==> config.mk <==
export PLATFORM = sky130hd
export DESIGN_NAME = two_flop_sync
export DESIGN_NICKNAME = d
export VERILOG_FILES = /design/src/rtl/two_flop_sync.sv
export SDC_FILE = /design/constraint.sdc
export NUM_CORES = 1
export LEC_CHECK = 0
export ABC_CLOCK_PERIOD_IN_PS = 900
export BUFFER_PORTS_ARGS = -buffer_cell sky130_fd_sc_hd__buf_4
export CAP_MARGIN = 5
export CORE_AREA = 2 2 39 41
export DETAILED_ROUTE_END_ITERATION = 16
export DIE_AREA = 0 0 41 43
export PLACE_DENSITY = 0.48
export REMOVE_ABC_BUFFERS = 1
export SETUP_SLACK_MARGIN = 0.15
export SYNTH_ARGS = -nofsm -noshare
export SYNTH_HDL_FRONTEND = slang
export SYNTH_SLANG_ARGS = --single-unit
==> constraint.sdc <==
create_clock -name clk -period 0.9 [get_ports clk]
set_clock_uncertainty 0.15 [all_clocks]
set_input_delay 0.09 -clock clk [delete_from_list [all_inputs] [get_ports clk]]
set_output_delay 0.09 -clock clk [all_outputs]
set_load 0.02 [all_outputs]
==> src/rtl/two_flop_sync.sv <==
// Multi-bit flip-flop synchronizer: carries a slowly changing or Gray-coded bus
// (e.g. a FIFO pointer) from an unrelated source domain into the clk domain.
// Each bit passes independently through STAGES back-to-back flops; no logic is
// applied to the data, so multi-bit coherence relies on the sender changing at
// most one bit per transfer.
//
// Ports:
//   clk - destination-domain clock, rising-edge active
//   rst - asynchronous, active-high reset; loads RST_VAL into every stage
//   in  - asynchronous source-domain data, no timing relation to clk
//   Q   - synchronized data, driven directly by the last stage register
//
// Parameters:
//   WIDTH   - bus width of in and Q
//   STAGES  - number of register stages (must be >= 2)
//   RST_VAL - value held by every stage while rst is high
module two_flop_sync #(
    parameter int unsigned       WIDTH   = 4,
    parameter int unsigned       STAGES  = 2,
    parameter logic [WIDTH-1:0]  RST_VAL = {WIDTH{1'b0}}
) (
    input  logic             clk,
    input  logic             rst,
    input  logic [WIDTH-1:0] in,
    output logic [WIDTH-1:0] Q
);

    // A single stage gives no metastability settling time, so refuse to build.
    if (STAGES < 2) begin : g_bad_stages
        $error("two_flop_sync: STAGES must be >= 2");
    end

    // Synchronizer chain; the attribute keeps the flops adjacent and un-retimed.
    (* ASYNC_REG = "TRUE" *)
    logic [STAGES-1:0][WIDTH-1:0] sync;

    // First stage samples the asynchronous input.
    always_ff @(posedge clk or posedge rst) begin
        if (rst) begin
            sync[0] <= RST_VAL;
        end else begin
            sync[0] <= in;
        end
    end

    // Remaining stages are plain flop-to-flop shifts with nothing in between.
    for (genvar i = 1; i < STAGES; i++) begin : g_stage
        always_ff @(posedge clk or posedge rst) begin
            if (rst) begin
                sync[i] <= RST_VAL;
            end else begin
                sync[i] <= sync[i-1];
            end
        end
    end

    // Output comes straight from the last register.
    assign Q = sync[STAGES-1];

endmodule

**After elaboration in Yosys (flattened, before gate mapping)**

Index checks and enable logic that the tools add are counted.

- Word-level logic and storage cells: 2
- Bits in registers: 8

**Logic depth before layout (Yosys ltp)**

Gate-level depths: netlist of run 1.

- Depth after elaboration: 0
- Mapped depth: 1
- Depth with buffers taken out: 1

**Worst setup path after synthesis of run 1**

OpenSTA, ideal clock, no wires.

- Path kind: register -> output
- Start point: register sync, in the netlist Q[0]
- End point: output Q[0]
- Cell stages (with the launch flop): 2
- Required time: 0.660 ns
- Slack: 0.178 ns
- Data arrival time: 0.482 ns
- Path through: dfrtp_1 -> buf_4

RTL lines:

| item | RTL line | RTL |
|---|---|---|
| from (decl) | 35 | `logic [STAGES-1:0][WIDTH-1:0] sync;` |
| from (signal, indexed assignment) | 52 | `sync[i] <= sync[i-1];` |
| to (decl) | 25 | `output logic [WIDTH-1:0] Q` |

No word-level cell between the ends.

**Worst setup path after layout of run 1**

- Start point: register sync, in the netlist Q[2]
- End point: output Q[2]

No word-level cell between the ends.

==> impl_metrics.py, run 1 <==
metrics = {
    "setup_path": {
        "cp_slowest_cell": "dfrtp_1",
        "cp.required_ps": 660,
        "arrival_ps": 740,
        "slowest_delay_ps": 370,
        "cp_cell_sequence": "buf_6",
        "worstSetupEndpointType": "primary output",
        "path_buf_inv": 1,
        "worstSetupStartpointType": "flip-flop",
        "worstPathMaxFanout": 1,
        "critPathKind": "flip-flop to primary output",
        "path_delay_family": "flip-flops",
    },
    "worst_hold_path": {
        "hp-class": "input pin to flip-flop",
    },
    "sta": {
        "fin_ws_ps": -80.87,
        "drv_slew": 0,
        "timing.fmax_ghz": 1.020,
        "fin_crit_sh_pct": 109.0,
        "post-route-min-period_ps": 980.9,
        "setup_violations": 4,
        "hold_viol": 1,
        "worst_pin_slew_ps": 167.6,
        "slew_headroom_pct": 88.80,
        "rsz0062_at_grt": "true",
        "hold_ws_ps": -198.5,
    },
    "die": {
        "ios": 10,
        "initial_utilization_pct": 16.91,
        "die_h_um": 43,
        "coreArea_mm2": 0.001384,
        "die_w_um": 41,
        "die_area_mm2": 0.001763,
        "rows": 14,
    },
    "synthesis": {
        "avgSynthCellArea_um2": 18.00,
        "yosysMostFrequentCell": "dfrtp_1",
        "ys.flop_type": "dfrtp_1",
        "synth_edf_count": 0,
        "syn_inst": 13,
        "synth_seq_cells": 8,
        "ys_async_sr_fraction_pct": 100.0,
        "yosys.area.top_type": "dfrtp_1",
        "synth_top_cell_area_share_pct": 85.56,
        "yosys-top-cells-count": "8 x dfrtp_1, 4 x buf_4, 1 x inv_1",
        "yosys_warnings": 0,
        "yosysSeqAreaShare_pct": 85.56,
        "ys_top_cells_by_area": "dfrtp_1 86%, buf_4 13%, inv_1 1.6%",
        "netlist_area_um2": 234.0,
        "synth.distinct_cells": 3,
    },
    "grt": {
        "grt_max_degree": 9,
        "overflow": 0,
        "grt_pass1_vias": 132,
        "antenna_found_initial": 0,
        "grt_pass1_wl_um": 496,
        "grt_util_all_layers_pct": 5.301,
    },
    "cells_and_area": {
        "ff_latch_area_um2": 200.2,
        "fin_nets": 33,
        "num-multi-input-gates": 0,
        "drive_gt1_share_pct": 52.00,
        "final_cell_area_um2": 372.9,
        "fillers": 139,
        "multi_input_area_um2": 0,
        "area_growth_pct": 59.36,
        "antenna_cells": 0,
        "final_cells": 41,
    },
    "place": {
        "io_buffers": 9,
        "gp_congestion": 0.5714,
        "placed_area_um2": 291.5,
        "dpl.cell_count": 34,
    },
    "routing": {
        "avgViaCountPerCell": 3.098,
        "vias": 127,
        "detail_route.first_pass.iterations": 2,
        "drt_iter0_markers": 1,
        "wirelength_um": 312,
        "wl_per_cell_um": 7.610,
        "drc": 0,
        "ant_nets": 0,
    },
    "clock_network": {
        "clk_pin_slew_worst_paths_ps": 50,
        "cts_sinks": 8,
        "cts_buffers": 3,
        "clock_latency_ps": 240,
        "cts_buffer_depth": 2,
        "ctsRootBufferMaster": "clkbuf_4",
        "cts_tree": "built",
        "cts_htree_levels": 1,
    },
    "power": {
        "vdd_ir_drop_max_mv": 1.042,
        "leakagePower_nw": 0.1721,
        "power.density_mw_per_mm2": 1905,
    },
    "status": {
        "violations": "hold timing, setup timing",
        "status": "finished, violations left",
    },
    "job": {
        "cap_violations": 0,
    },
}
==> layout make-up <==
type	count	area share [%]
flip-flops and latches	8	53.69
repair buffers	13	32.89
clock buffers	3	6.040
well taps	16	5.369
inverters	1	2.013
==> report_power, final <==
part / internal, W / switching (W) / total [W]
clock network: 0.000151 / 0.000104 / 0.000255
logic: 0.0000429 / 0.0000273 / 0.0000701
registers: 0.000379 / 0.00000620 / 0.000385
total: 0.000573 / 0.000137 / 0.000710
==> flip-flops by register name, summed over array words and instances, names as in the netlist <==
register and cells:
Q 4, sync 4
==> repair_timing <==
item                       4_1_cts  5_1_grt
hold endpoints to repair        12        4
setup endpoints to repair        4       12
resized for setup                4        1
hold buffers                     1        3
cloned                           0        0
setup buffers                    0        0
==> cells in the final DEF (no fill, tap or decap) <==
| cell type | count |
|---|---|
| clkinvlp_4 | 1 |
| clkbuf_4 | 3 |
| buf_4 | 5 |
| buf_6 | 4 |
| dlygate4sd3_1 | 4 |
| dfrtp_1 | 8 |
==> metal layers <==
layer / global-route usage [%] / part of all wire (%) / vias to the layer above / wire length [um]
li1: - / - / 58 / -
met1: 4.730 / 35 / 54 / 108
met2: 5.313 / 38 / 13 / 117
met3: 7.853 / 25 / 2 / 79
met4: 4.000 / 1.9 / 0 / 6
met5: 0 / 0 / - / 0
==> path summary, 6_finish.rpt <==
| kind | slack (ps) | endpoint | depth (start not counted) | from |
|---|---|---|---|---|
| worst max-delay path | -80 | Q[2] | 1 | Q[2] |
| worst min-delay path | -200 | sync[0] | 1 | in[0] |
| worst max register to register | 280 | Q[0] | 0 | sync[0] |
| worst min register to register | 190 | Q[2] | 0 | sync[2] |
| max in group asynchronous | 300 | sync[1] | 3 | rst |
| min in group asynchronous | 160 | Q[3] | 3 | rst |
==> logic make-up (layout without fill, tap and decap cells) <==
logic type             count (synthesis)  in the layout  synth area share, %
buffers and inverters                  5             17                14.44
flip-flops                             8              8                85.56
==> through the flow <==
step,total power (W),TNS [ps],setup slack (ps),hold slack [ps],utilization (%)
6_report,0.0007103,-319.7,-80.87,-198.5,26.94
5_1_grt,0.0007546,-450.1,-121.0,-211.2,26.94
4_1_cts,0.0007119,-355.4,-90.51,-208.2,24.50
3_5_place_dp,0.0004392,0,168.7,-100.4,21.07
3_3_place_gp,0.0004369,0,168.7,-118.8,21.07
2_1_floorplan,0.0004059,0,244.0,-244.3,-
(Power assumes the default switching activity.)
==> run 2, diff against run 1 <==
GPL_TIMING_DRIVEN = 0   (was default)
RECOVER_POWER = 100   (was default)
==> impl_metrics.py, run 2 (synthesis gave the netlist of run 1 again) <==
metrics = {
    "sta": {
        "setup_violations": 4,
        "fin_crit_sh_pct": 109.0,
        "rsz0062_at_grt": "true",
        "timing.fmax_ghz": 1.019,
        "fin_ws_ps": -80.97,
        "hold_ws_ps": -177.0,
        "slew_headroom_pct": 77.63,
        "post-route-min-period_ps": 981.0,
        "drv_slew": 0,
        "hold_viol": 1,
        "worst_pin_slew_ps": 333.6,
    },
    "cells_and_area": {
        "final_cells": 41,
        "fin_nets": 33,
        "layout_common_cells": "8 x dfrtp_1, 8 x clkbuf_4, 4 x dlygate4sd3_1, 4 x buf_6, 1 x clkinvlp_2",
        "multi_input_area_um2": 0,
        "drive_gt1_share_pct": 52.00,
        "num-multi-input-gates": 0,
        "fillers": 139,
        "ff_latch_area_um2": 200.2,
        "antenna_cells": 0,
        "area_growth_pct": 58.29,
    },
    "setup_path": {
        "worstPathMaxFanout": 1,
        "path_buf_inv": 1,
        "critPathKind": "flip-flop to primary output",
        "worstSetupStartpointType": "flip-flop",
        "cp_cell_sequence": "buf_6",
        "slowest_delay_ps": 370,
        "worstSetupEndpointType": "primary output",
        "reg2reg_depth": 0,
        "arrival_ps": 740,
        "cp_slowest_cell": "dfrtp_1",
        "path_delay_family": "flip-flops",
        "cp.required_ps": 660,
        "ff2ff_setup_slack_ps": 280,
        "timing.rr.end": "Q[0]",
        "r2r-start": "sync[0]",
    },
    "status": {
        "status": "finished, violations left",
        "violations": "hold timing, setup timing",
    },
    "worst_hold_path": {
        "min_from": "in[0]",
        "holdPathStages": 1,
        "hold-path-endpoint": "sync[0]",
        "hp-class": "input pin to flip-flop",
    },
    "routing": {
        "wl_per_cell_um": 7.463,
        "top_layer": "met4",
        "drc": 0,
        "met2_length_um": 114,
        "wl_met1_um": 107,
        "vias": 127,
        "drt_iter0_markers": 1,
        "detail_route.first_pass.iterations": 2,
        "avgViaCountPerCell": 3.098,
        "wl_met3_um": 78,
        "wirelength_um": 306,
        "ant_nets": 0,
    },
    "clock_network": {
        "clock_latency_ps": 240,
        "cts_buffer_depth": 2,
        "postCtsSetupBuffers": 0,
        "cts_buffers": 3,
        "cts_tree": "built",
        "cts_sinks": 8,
        "ctsRootBufferMaster": "clkbuf_4",
        "clk_pin_slew_worst_paths_ps": 50,
        "cts_htree_levels": 1,
    },
    "power": {
        "swShare_pct": 19.28,
        "internal_power_w": 0.0005712,
        "report.power.total_w": 0.0007077,
        "power_frac_clock_pct": 36.1,
        "combPwrFrac_pct": 9.5,
        "vdd_ir_drop_max_mv": 1.039,
        "leakagePower_nw": 0.1710,
        "p_switching_w": 0.0001364,
        "power.density_mw_per_mm2": 1911,
        "p_seq_share_pct": 54.4,
    },
    "grt": {
        "grt_util_all_layers_pct": 5.301,
        "grt_max_degree": 9,
        "antenna_found_initial": 0,
        "overflow": 0,
        "grt_pass1_vias": 132,
        "grt_pass1_wl_um": 496,
    },
    "place": {
        "gp_congestion": 0.5714,
        "dpl.cell_count": 34,
        "io_buffers": 9,
    },
    "die": {
        "coreArea_mm2": 0.001384,
        "ios": 10,
        "die_h_um": 43,
        "die_w_um": 41,
        "rows": 14,
        "initial_utilization_pct": 16.91,
        "die_area_mm2": 0.001763,
    },
    "job": {
        "cap_violations": 0,
    },
}
==> run 2: cell count changes in the layout (fill, tap and decap cells not counted) <==
cell	before	now
clkbuf_4	3	8
clkinvlp_4	1	0
buf_4	5	0
clkinvlp_2	0	1
==> run 2: power by group through the flow <==
stage	clock [W]	sequential (W)	combinational (W)
floorplan	0	0.000400	0.00000561
global placement	0	0.000388	0.0000487
detailed placement	0	0.000389	0.0000501
CTS	0.000268	0.000385	0.0000590
global route	0.000292	0.000387	0.0000736
finish	0.000255	0.000385	0.0000674
==> run 2: final cells by class <==
class / count / area share (%)
flip-flops and latches: 8 / 54.05
repair buffers: 13 / 33.11
clock buffers: 3 / 6.081
well taps: 16 / 5.405
inverters: 1 / 1.351
==> run 2: worst max-delay path by stage <==
stage | startpoint | endpoint | slack [ps] | depth (start not counted)
6_report | Q[2] | Q[2] | -80 | 1
5_1_grt | Q[3] | Q[3] | -120 | 1
4_1_cts | Q[2] | Q[2] | -90 | 1
3_5_place_dp | Q[2] | Q[2] | 170 | 1
3_3_place_gp | Q[0] | Q[0] | 170 | 1
2_1_floorplan | Q[0] | Q[0] | 240 | 0
==> run 2: what timing repair did <==
action                                 4_1_cts  5_1_grt
setup endpoints to repair                    4       12
endpoints found under the hold margin       12        4
hold buffers                                 1        3
gates resized for setup                      4        1
pin swaps                                    0        0
==> run 2: per-layer routing <==
layer	vias to the layer above	track usage (%)
met3	2	7.853
met1	54	4.730
met5	-	0
li1	58	-
met4	0	4.000
met2	13	5.313
==> run 2: stage by stage <==
| stage | util [%] | hold WS (ps) | setup WS, ps | area (um2) | TNS [ps] |
|---|---|---|---|---|---|
| after global placement | 21.07 | -118.8 | 168.7 | 291.5 | 0 |
| after floorplan | - | -244.3 | 244.0 | 203.9 | 0 |
| after CTS | 24.50 | -208.2 | -90.51 | 339.1 | -355.4 |
| final | 26.76 | -177.0 | -80.97 | 370.4 | -320.1 |
| after detailed placement | 21.07 | -100.4 | 168.7 | 291.5 | 0 |
| after global routing | 26.76 | -187.9 | -121.0 | 370.4 | -450.1 |
